File: config.mk
export PLATFORM = sky130hd
export DESIGN_NAME = qkv_linear_sched_flat
export DESIGN_NICKNAME = d
export VERILOG_FILES = /design/src/rtl/qkv_linear_sched_if.sv /design/src/rtl/qkv_linear_sched.sv /design/src/flat_wrapper.sv
export SDC_FILE = /design/constraint.sdc
export NUM_CORES = 1
export LEC_CHECK = 0
export CAP_MARGIN = 25
export CORE_MARGIN = 10
export CORE_UTILIZATION = 54
export DETAILED_ROUTE_END_ITERATION = 7
export GPL_ROUTABILITY_DRIVEN = 1
export GPL_TIMING_DRIVEN = 0
export MAX_ROUTING_LAYER = met4
export PLACE_DENSITY = 0.85
export SETUP_SLACK_MARGIN = 0.02
export SLEW_MARGIN = 0
export SYNTH_ARGS = -nofsm -noshare
export SYNTH_HDL_FRONTEND = slang
export SYNTH_SLANG_ARGS = --single-unit
export TNS_END_PERCENT = 20
File: constraint.sdc
create_clock -name clk -period 4.9 [get_ports clk]
set_input_delay 0.49 -clock clk [delete_from_list [all_inputs] [get_ports clk]]
set_output_delay 0.49 -clock clk [all_outputs]
set_load 0.01 [all_outputs]
File: src/rtl/qkv_linear_sched_if.sv
// Command, status and engine handshake bundle for the QKV pass scheduler.
// The slave modport is the scheduler side; master is the controller/engine side.
interface qkv_linear_sched_if;
    logic        cmd_valid;
    logic        cmd_ready;
    logic [2:0]  cmd_mask;
    logic        abort;
    logic        busy;
    logic        done;
    logic        err;
    logic [2:0]  pass_done;
    logic        lin_start;
    logic        lin_done;
    logic [1:0]  pass_sel;
    logic [31:0] weight_base;

    modport master (
        output cmd_valid, cmd_mask, abort, lin_done,
        input  cmd_ready, busy, done, err, pass_done, lin_start, pass_sel, weight_base
    );

    modport slave (
        input  cmd_valid, cmd_mask, abort, lin_done,
        output cmd_ready, busy, done, err, pass_done, lin_start, pass_sel, weight_base
    );
endinterface

File: src/rtl/qkv_linear_sched.sv
// Runs the selected Q/K/V linear-engine passes in order.
// Each pass has a settle gap, a watchdog and an abort path.
module qkv_linear_sched #(
    parameter int unsigned GAP_CYCLES    = 2,
    parameter int unsigned TIMEOUT       = 12000,
    parameter logic [31:0] WEIGHT_STRIDE = 32'd2048
) (
    input logic               clk,
    input logic               rst_n,
    qkv_linear_sched_if.slave bus
);

    typedef enum logic [1:0] {IDLE, PICK, RUN, GAP} state_e;

    localparam logic [15:0] TMO_LAST = 16'(TIMEOUT - 1);
    localparam logic [3:0]  GAP_LAST = 4'(GAP_CYCLES - 1);

    state_e      state_q;
    logic [2:0]  remain_q;
    logic [2:0]  pass_done_q;
    logic [1:0]  pass_sel_q;
    logic [31:0] weight_base_q;
    logic        err_q;
    logic        done_q;
    logic [15:0] tmo_q;
    logic [3:0]  gap_q;

    logic [1:0]  sel_d;
    logic [31:0] base_d;
    logic [2:0]  sel_oh;

    // Lowest remaining pass wins, which yields the fixed Q, K, V order.
    always_comb begin
        sel_d = 2'd2;
        if (remain_q[0]) begin
            sel_d = 2'd0;
        end else if (remain_q[1]) begin
            sel_d = 2'd1;
        end
    end

    assign base_d = 32'(sel_d) * WEIGHT_STRIDE;
    assign sel_oh = 3'b001 << pass_sel_q;

    always_ff @(posedge clk or negedge rst_n) begin
        if (!rst_n) begin
            state_q       <= IDLE;
            remain_q      <= '0;
            pass_done_q   <= '0;
            pass_sel_q    <= '0;
            weight_base_q <= '0;
            err_q         <= 1'b0;
            done_q        <= 1'b0;
            tmo_q         <= '0;
            gap_q         <= '0;
        end else begin
            done_q <= 1'b0;
            case (state_q)
                IDLE: begin
                    if (bus.cmd_valid) begin
                        remain_q    <= bus.cmd_mask;
                        err_q       <= 1'b0;
                        pass_done_q <= '0;
                        if (bus.cmd_mask != 3'b000) begin
                            state_q <= PICK;
                        end else begin
                            done_q <= 1'b1;
                        end
                    end
                end
                PICK: begin
                    if (bus.abort) begin
                        state_q <= IDLE;
                    end else begin
                        pass_sel_q    <= sel_d;
                        weight_base_q <= base_d;
                        tmo_q         <= '0;
                        state_q       <= RUN;
                    end
                end
                RUN: begin
                    if (tmo_q != '1) begin
                        tmo_q <= tmo_q + 16'd1;
                    end
                    // abort beats lin_done, which beats a coincident timeout
                    if (bus.abort) begin
                        state_q <= IDLE;
                    end else if (bus.lin_done) begin
                        remain_q    <= remain_q & ~sel_oh;
                        pass_done_q <= pass_done_q | sel_oh;
                        gap_q       <= '0;
                        state_q     <= GAP;
                    end else if (tmo_q >= TMO_LAST) begin
                        err_q    <= 1'b1;
                        done_q   <= 1'b1;
                        remain_q <= '0;
                        state_q  <= IDLE;
                    end
                end
                GAP: begin
                    if (bus.abort) begin
                        state_q <= IDLE;
                    end else if (gap_q == GAP_LAST) begin
                        if (remain_q != 3'b000) begin
                            state_q <= PICK;
                        end else begin
                            done_q  <= 1'b1;
                            state_q <= IDLE;
                        end
                    end else begin
                        gap_q <= gap_q + 4'd1;
                    end
                end
                default: state_q <= IDLE;
            endcase
        end
    end

    assign bus.cmd_ready   = (state_q == IDLE);
    assign bus.busy        = (state_q != IDLE);
    assign bus.lin_start   = (state_q == RUN);
    assign bus.done        = done_q;
    assign bus.err         = err_q;
    assign bus.pass_done   = pass_done_q;
    assign bus.pass_sel    = pass_sel_q;
    assign bus.weight_base = weight_base_q;

endmodule

File: src/flat_wrapper.sv
// flat-port wrapper written by rule: the top's interface ports become plain ports
module qkv_linear_sched_flat 
#(
    parameter int unsigned GAP_CYCLES    = 2,
    parameter int unsigned TIMEOUT       = 12000,
    parameter logic [31:0] WEIGHT_STRIDE = 32'd2048
)
  (clk, rst_n, bus_cmd_valid, bus_cmd_mask, bus_abort, bus_lin_done, bus_cmd_ready, bus_busy, bus_done, bus_err, bus_pass_done, bus_lin_start, bus_pass_sel, bus_weight_base);
  qkv_linear_sched_if bus_i ();
  input logic clk;
  input logic rst_n;
  input wire logic [$bits(bus_i.cmd_valid)-1:0] bus_cmd_valid;
  input wire logic [$bits(bus_i.cmd_mask)-1:0] bus_cmd_mask;
  input wire logic [$bits(bus_i.abort)-1:0] bus_abort;
  input wire logic [$bits(bus_i.lin_done)-1:0] bus_lin_done;
  output wire logic [$bits(bus_i.cmd_ready)-1:0] bus_cmd_ready;
  output wire logic [$bits(bus_i.busy)-1:0] bus_busy;
  output wire logic [$bits(bus_i.done)-1:0] bus_done;
  output wire logic [$bits(bus_i.err)-1:0] bus_err;
  output wire logic [$bits(bus_i.pass_done)-1:0] bus_pass_done;
  output wire logic [$bits(bus_i.lin_start)-1:0] bus_lin_start;
  output wire logic [$bits(bus_i.pass_sel)-1:0] bus_pass_sel;
  output wire logic [$bits(bus_i.weight_base)-1:0] bus_weight_base;
  assign bus_i.cmd_valid = bus_cmd_valid;
  assign bus_i.cmd_mask = bus_cmd_mask;
  assign bus_i.abort = bus_abort;
  assign bus_i.lin_done = bus_lin_done;
  assign bus_cmd_ready = bus_i.cmd_ready;
  assign bus_busy = bus_i.busy;
  assign bus_done = bus_i.done;
  assign bus_err = bus_i.err;
  assign bus_pass_done = bus_i.pass_done;
  assign bus_lin_start = bus_i.lin_start;
  assign bus_pass_sel = bus_i.pass_sel;
  assign bus_weight_base = bus_i.weight_base;
  qkv_linear_sched #(.GAP_CYCLES(GAP_CYCLES), .TIMEOUT(TIMEOUT), .WEIGHT_STRIDE(WEIGHT_STRIDE)) u_core (.clk(clk), .rst_n(rst_n), .bus(bus_i));
endmodule
==> results of run 1 <==
## layout by cell type, fill, tap and decap left out, drive strengths merged, types with 2 or more instances in the layout
master,Yosys,final
nor2,11,11
clkdlybuf4s50,0,17
nand4,9,9
o41ai,3,3
or4,7,7
o31ai,9,9
nand3,9,9
buf,36,37
nor2b,2,2
ha,3,3
inv,8,8
mux2i,6,6
nand2,16,16
or3,2,2
clkbuf,4,11
a31oi,4,4
a21oi,13,13
nor3b,3,3
nand2b,3,3
nor4b,2,2
nor3,2,2
o21ai,8,8
and2,7,7
conb,1,30
and4,4,4
dfrtp,32,32
a32oi,2,2
or2,2,2
and3,6,6
o211ai,2,2
## through the flow
stage / util [%] / worst slack (ns) / power, mW / cell area (um^2)
detailed placement: 65.7 / 2.47 / 0.790 / 2440
finish: 69.1 / 2.55 / 1.07 / 2570
CTS: 69.1 / 2.54 / 1.07 / 2570
floorplan: - / 2.95 / 0.635 / 2200
global route: 69.1 / 2.45 / 1.14 / 2570
global placement: 65.8 / 2.45 / 0.773 / 2440
## how the worst max path moves through the flow
| stage | depth (start not counted) | slack, ns | to | startpoint |
|---|---|---|---|---|
| finish | 4 | 2.55 | bus_cmd_ready | u_core.state_q[0] |
| global route | 4 | 2.45 | bus_cmd_ready | u_core.state_q[0] |
| CTS | 4 | 2.54 | bus_cmd_ready | u_core.state_q[0] |
| detailed placement | 5 | 2.47 | u_core.bus.done | bus_cmd_valid |
| global placement | 5 | 2.45 | u_core.bus.done | bus_cmd_valid |
| floorplan | 7 | 2.95 | u_core.tmo_q[6] | u_core.tmo_q[0] |
## registers in the layout (all words and copies together) (netlist names)
name	flops
u_core.tmo_q	16
u_core.gap_q	4
u_core.bus.pass_done	3
u_core.remain_q	3
u_core.bus.pass_sel	2
u_core.state_q	2
u_core.bus.done	1
u_core.bus.err	1
## cell families (layout without fill, tap and decap cells)
kind of cell,Yosys count,count (layout),share of synthesized area (%)
AND/OR/NAND/NOR,90,90,25.3
AO/OA/AOI/OAI,49,49,15.6
buffers and inverters,49,75,15.6
flip-flops,32,32,38.2
multiplexers,6,6,2.87
adder cells (fa/ha/maj),3,3,1.79
other,1,30,0.179
XOR/XNOR,1,1,0.418
## report_power, final
group / switching (mW) / internal (mW)
combinational: 0.202 / 0.186
sequential: 0.0719 / 0.329
clock: 0.100 / 0.179
## layer usage
metal  wire length, um  part of all wire, %
met1              2170                   44
met3               382                  7.7
met4                68                  1.4
met5                 0                    0
met2              2350                   47
## cell type report
cell class | instances | share of cell area, %
Multi-Input combinational cell | 179 | 41.9
Clock buffer | 7 | 3.75
Buffer | 40 | 11.5
Inverter | 9 | 1.32
Timing Repair Buffer | 18 | 6.83
Sequential cell | 32 | 31.2
Tap cell | 48 | 2.34
Clock inverter | 1 | 1.17
==> results.toml, run 1 <==
[outcome]
outcome = "finished, final reports clean"

[clock_tree]
ctsHtreeMaxLevel = 2
post-cts-setup-buffers = 0
cts.sinks = 32
root_buffer = "clkbuf_8"
clockBufferDepth = 2
cts_tree = "done"
clk_latency_ns = 0.29
postCtsHoldBufs = 0
path_clk_slew_ns = 0.07
cts.repair.resized = 0
cts_made_buffers = 5

[min_path]
hp-class = "in2async"

[setup_path]
slowest_stage = "clkdlybuf4s50_1"
startpoint_type = "flip-flop"
cp_top_family = "buffers and inverters"
crit_type = "reg2out"
worstPathBufferInverterCount = 3
rr_startpoint = "u_core.tmo_q[0]"
r2r_cells = 7
cp_slowest_stage_delay_ns = 0.53
path_max_fanout = 10
cp.arrival_ns = 1.86
cp_cell_sequence = "clkbuf_1 > or2_2 > inv_1 > clkdlybuf4s50_1"
r2r_end = "u_core.tmo_q[6]"
r2r_setup_slack_ns = 2.76
required_ns = 4.41
end_kind = "output port"

[global_routing]
grt_usage_pct = 15.5
grt_max_degree = 33
grt_pass1_vias = 1749
antenna_found_initial = 0
grt_pass1_wl_um = 8050
met2_usage_pct = 24.0
grtUsageMet1_pct = 18.6
met3_usage_pct = 4.00
grt_overflow_total = 0
top_usage_layer = "met2"

[cells_and_area]
drive_above_1_share_pct = 18.2
fillers = 310
diodes = 0
final_nets = 296
multiInputGateArea_mm2 = 0.00108
fin_cells = 334
regArea_um2 = 801
syn_to_final_growth_pct = 22.4

[place]
place.gp.congestion = 0.872
hpwl_um = 3630
io_buffer_count = 18
dp_cells = 326

[floorplan]
initial_core_util_pct = 56.4
die_w_um = 82.3
chipHeight_um = 82.3
core_area_mm2 = 0.00372
placementRows = 22
pin_count = 50
die_area_mm2 = 0.00677

[power_and_ir_drop]
leakage_nw = 1.22
irDropWorstVdd_mv = 0.236
power.density_mw_per_mm2 = 416

[synthesis]
netlist_instances = 231
synth_edf_count = 0
synth_cell_types = 49
synthTopCellsByArea = "dfrtp_1 (38%), buf_4 (11%), o31ai_1 (3.2%)"
synthArstFlopShare_pct = 100
avgSynthCellArea_um2 = 9.07
ys_ff_latch = 32
synth_area_mm2 = 0.00210
synth_seq_area_share_pct = 38.2
yosysWarnings = 0
yosysTopAreaCellShare_pct = 38.2
yosysTopAreaCell = "dfrtp_1"
synth.top_cells.by_count = "buf_4 (32), dfrtp_1 (32), nand2_1 (16)"
synth_ff_type = "dfrtp_1"

[timing]
setup_viol = 0
max_freq_mhz = 425
slew_viol_final = 0
fin_crit_ns = 2.35
setup_tns_ns = 0
hold_violations = 0
hold_ws_ns = 0.247
maxSlewHeadroom_pct = 31.7
rsz0062_at_grt = "no"
period_share_pct = 48.0
tightest_slew_ns = 1.02
skew_ns = 0.0100

[route]
dr_total_vias = 1828
drt_iter0_drc = 128
firstDrtPassIters = 4
totalWireLength_um = 4970
avgRoutedWirePerCell_um = 14.9
drc = 0
final_antenna_net_count = 0
vias_per_cell = 5.47

[job]
cap_violations = 0
(Power assumes the default switching activity.)
==> inputs of run 2 (changes only) <==
Settings changed: CORE_UTILIZATION 54 to 45, PLACE_DENSITY 0.85 to 0.75.
Clock period 4.9 ns to 1.9 ns, I/O delays scaled along.
==> results.toml, run 2 (synthesis gave the netlist of run 1 again) <==
[min_path]
hp-class = "in2reg"

[clock_tree]
ctsHtreeMaxLevel = 2
cts.sinks = 32
clk_latency_ns = 0.29
path_clk_slew_ns = 0.07
cts_made_buffers = 5
clockBufferDepth = 2
cts_tree = "done"
root_buffer = "clkbuf_8"

[timing]
fin_crit_ns = 1.84
maxSlewHeadroom_pct = 52.9
setup_tns_ns = 0
hold_violations = 0
setup_viol = 0
rsz0062_at_grt = "yes"
slew_viol_final = 0
period_share_pct = 97.0
max_freq_mhz = 542
tightest_slew_ns = 0.706
skew_ns = 0.00790
timing.final.ws_setup_ns = 0.0564

[floorplan]
die_w_um = 88.2
die_area_mm2 = 0.00779
initial_core_util_pct = 47.2
pin_count = 50
core_area_mm2 = 0.00444
placementRows = 24
chipHeight_um = 88.2

[cells_and_area]
layout_commonest_cell = "buf_4"
final_util_pct = 59.7
reg_top3 = "u_core.tmo_q (16), u_core.gap_q (4)"
final_nets = 302
diodes = 0
layout_common_cells = "buf_4 (38), conb_1 (30), dfrtp_1 (30)"
largest_reg_flops = 16
syn_to_final_growth_pct = 26.6
top_register = "u_core.tmo_q"
fin_cells = 344
drive_above_1_share_pct = 22.9

[route]
totalWireLength_um = 4970
drc = 0
dr_total_vias = 1824
avgRoutedWirePerCell_um = 14.5
final_antenna_net_count = 0
drt_iter0_drc = 105
firstDrtPassIters = 4
vias_per_cell = 5.30

[global_routing]
grt_pass1_vias = 1773
grt_overflow_total = 0
grt_pass1_wl_um = 8060
grt_max_degree = 33
grt_usage_pct = 13.2
antenna_found_initial = 0

[setup_path]
end_kind = "flip-flop"
cp.arrival_ns = 2.05
r2r_setup_slack_ns = 0.06
startpoint_type = "flip-flop"
crit_type = "reg2reg"
path_max_fanout = 8
required_ns = 2.11

[place]
place.gp.congestion = 0.850
hpwl_um = 3750
io_buffer_count = 18
post-place-ws_ns = -0.346
dp_cells = 330

[job]
cap_violations = 0

[power_and_ir_drop]
power.density_mw_per_mm2 = 1040
irDropWorstVdd_mv = 0.464
leakage_nw = 1.25

[outcome]
outcome = "finished, final reports clean"
==> run 2: cell types whose count changed in the layout (fill, tap and decap cells not counted), moves of 2 or more <==
| cell | delta |
|---|---|
| buf_4 | +6 |
| buf_6 | -2 |
| clkbuf_8 | -2 |
| clkdlybuf4s50_1 | -2 |
| clkinv_2 | +2 |
| dfrtp_1 | -2 |
| dfrtp_2 | +2 |
| dlygate4sd2_1 | +2 |
==> run 2: layout make-up <==
type / instances / area (um^2)
clock buffer: 5 / 68.8
clock inverter: 3 / 42.5
multi-input combinational: 179 / 1120
tap: 52 / 65.1
timing repair buffer: 25 / 228
sequential: 32 / 803
buffer: 39 / 290
fill: 406 / 1790
inverter: 9 / 35.0
==> run 2: critical path, stage by stage (launching register included) <==
cell     delay [ns]
dfrtp_2        0.43
ha_4           0.18
and3_4         0.19
and4_4         0.21
buf_8          0.14
or4_4          0.48
a21oi_2        0.15
==> run 2: metal layers <==
metal | global-route usage, % | vias to the layer above | wire, um
li1 | - | 913 | -
met1 | 15.3 | 844 | 2240
met2 | 21.0 | 60 | 2350
met3 | 4.14 | 7 | 301
met4 | 4.99 | 0 | 78
met5 | - | - | 0
==> run 2: report_power, final <==
part | leakage [nW] | internal, mW | total (mW) | switching [mW]
Clock | 0.0541 | 0.388 | 0.655 | 0.267
Sequential | 0.424 | 0.850 | 1.04 | 0.188
Combinational | 0.773 | 0.508 | 1.05 | 0.546
==> run 2: path summary, 6_finish.rpt <==
kind                                 start                to  cells after the start
max                        u_core.tmo_q[0]   u_core.tmo_q[6]                      6
min                              bus_abort   u_core.gap_q[2]                      3
max reg2reg                u_core.tmo_q[0]   u_core.tmo_q[6]                      6
min reg2reg                 u_core.bus.err    u_core.bus.err                      2
max in group asynchronous            rst_n   u_core.tmo_q[0]                      2
min in group asynchronous            rst_n  u_core.tmo_q[14]                      2
==> run 2: stage by stage <==
step                power [mW]  area, um^2  hold slack, ns
floorplan                 1.64        2210          -0.106
global placement          2.01        2460           0.476
detailed placement        2.06        2450           0.281
CTS                       2.73        2600           0.296
global route              2.93        2650           0.358
finish                    2.75        2650           0.327
==> run 2: what timing repair did <==
item	4_1_cts	5_1_grt
setup endpoints to repair	8	11
buffers inserted	0	6
endpoints found under the hold margin	32	0
pin swaps	2	2
resized for setup	8	6
hold buffers	1	0
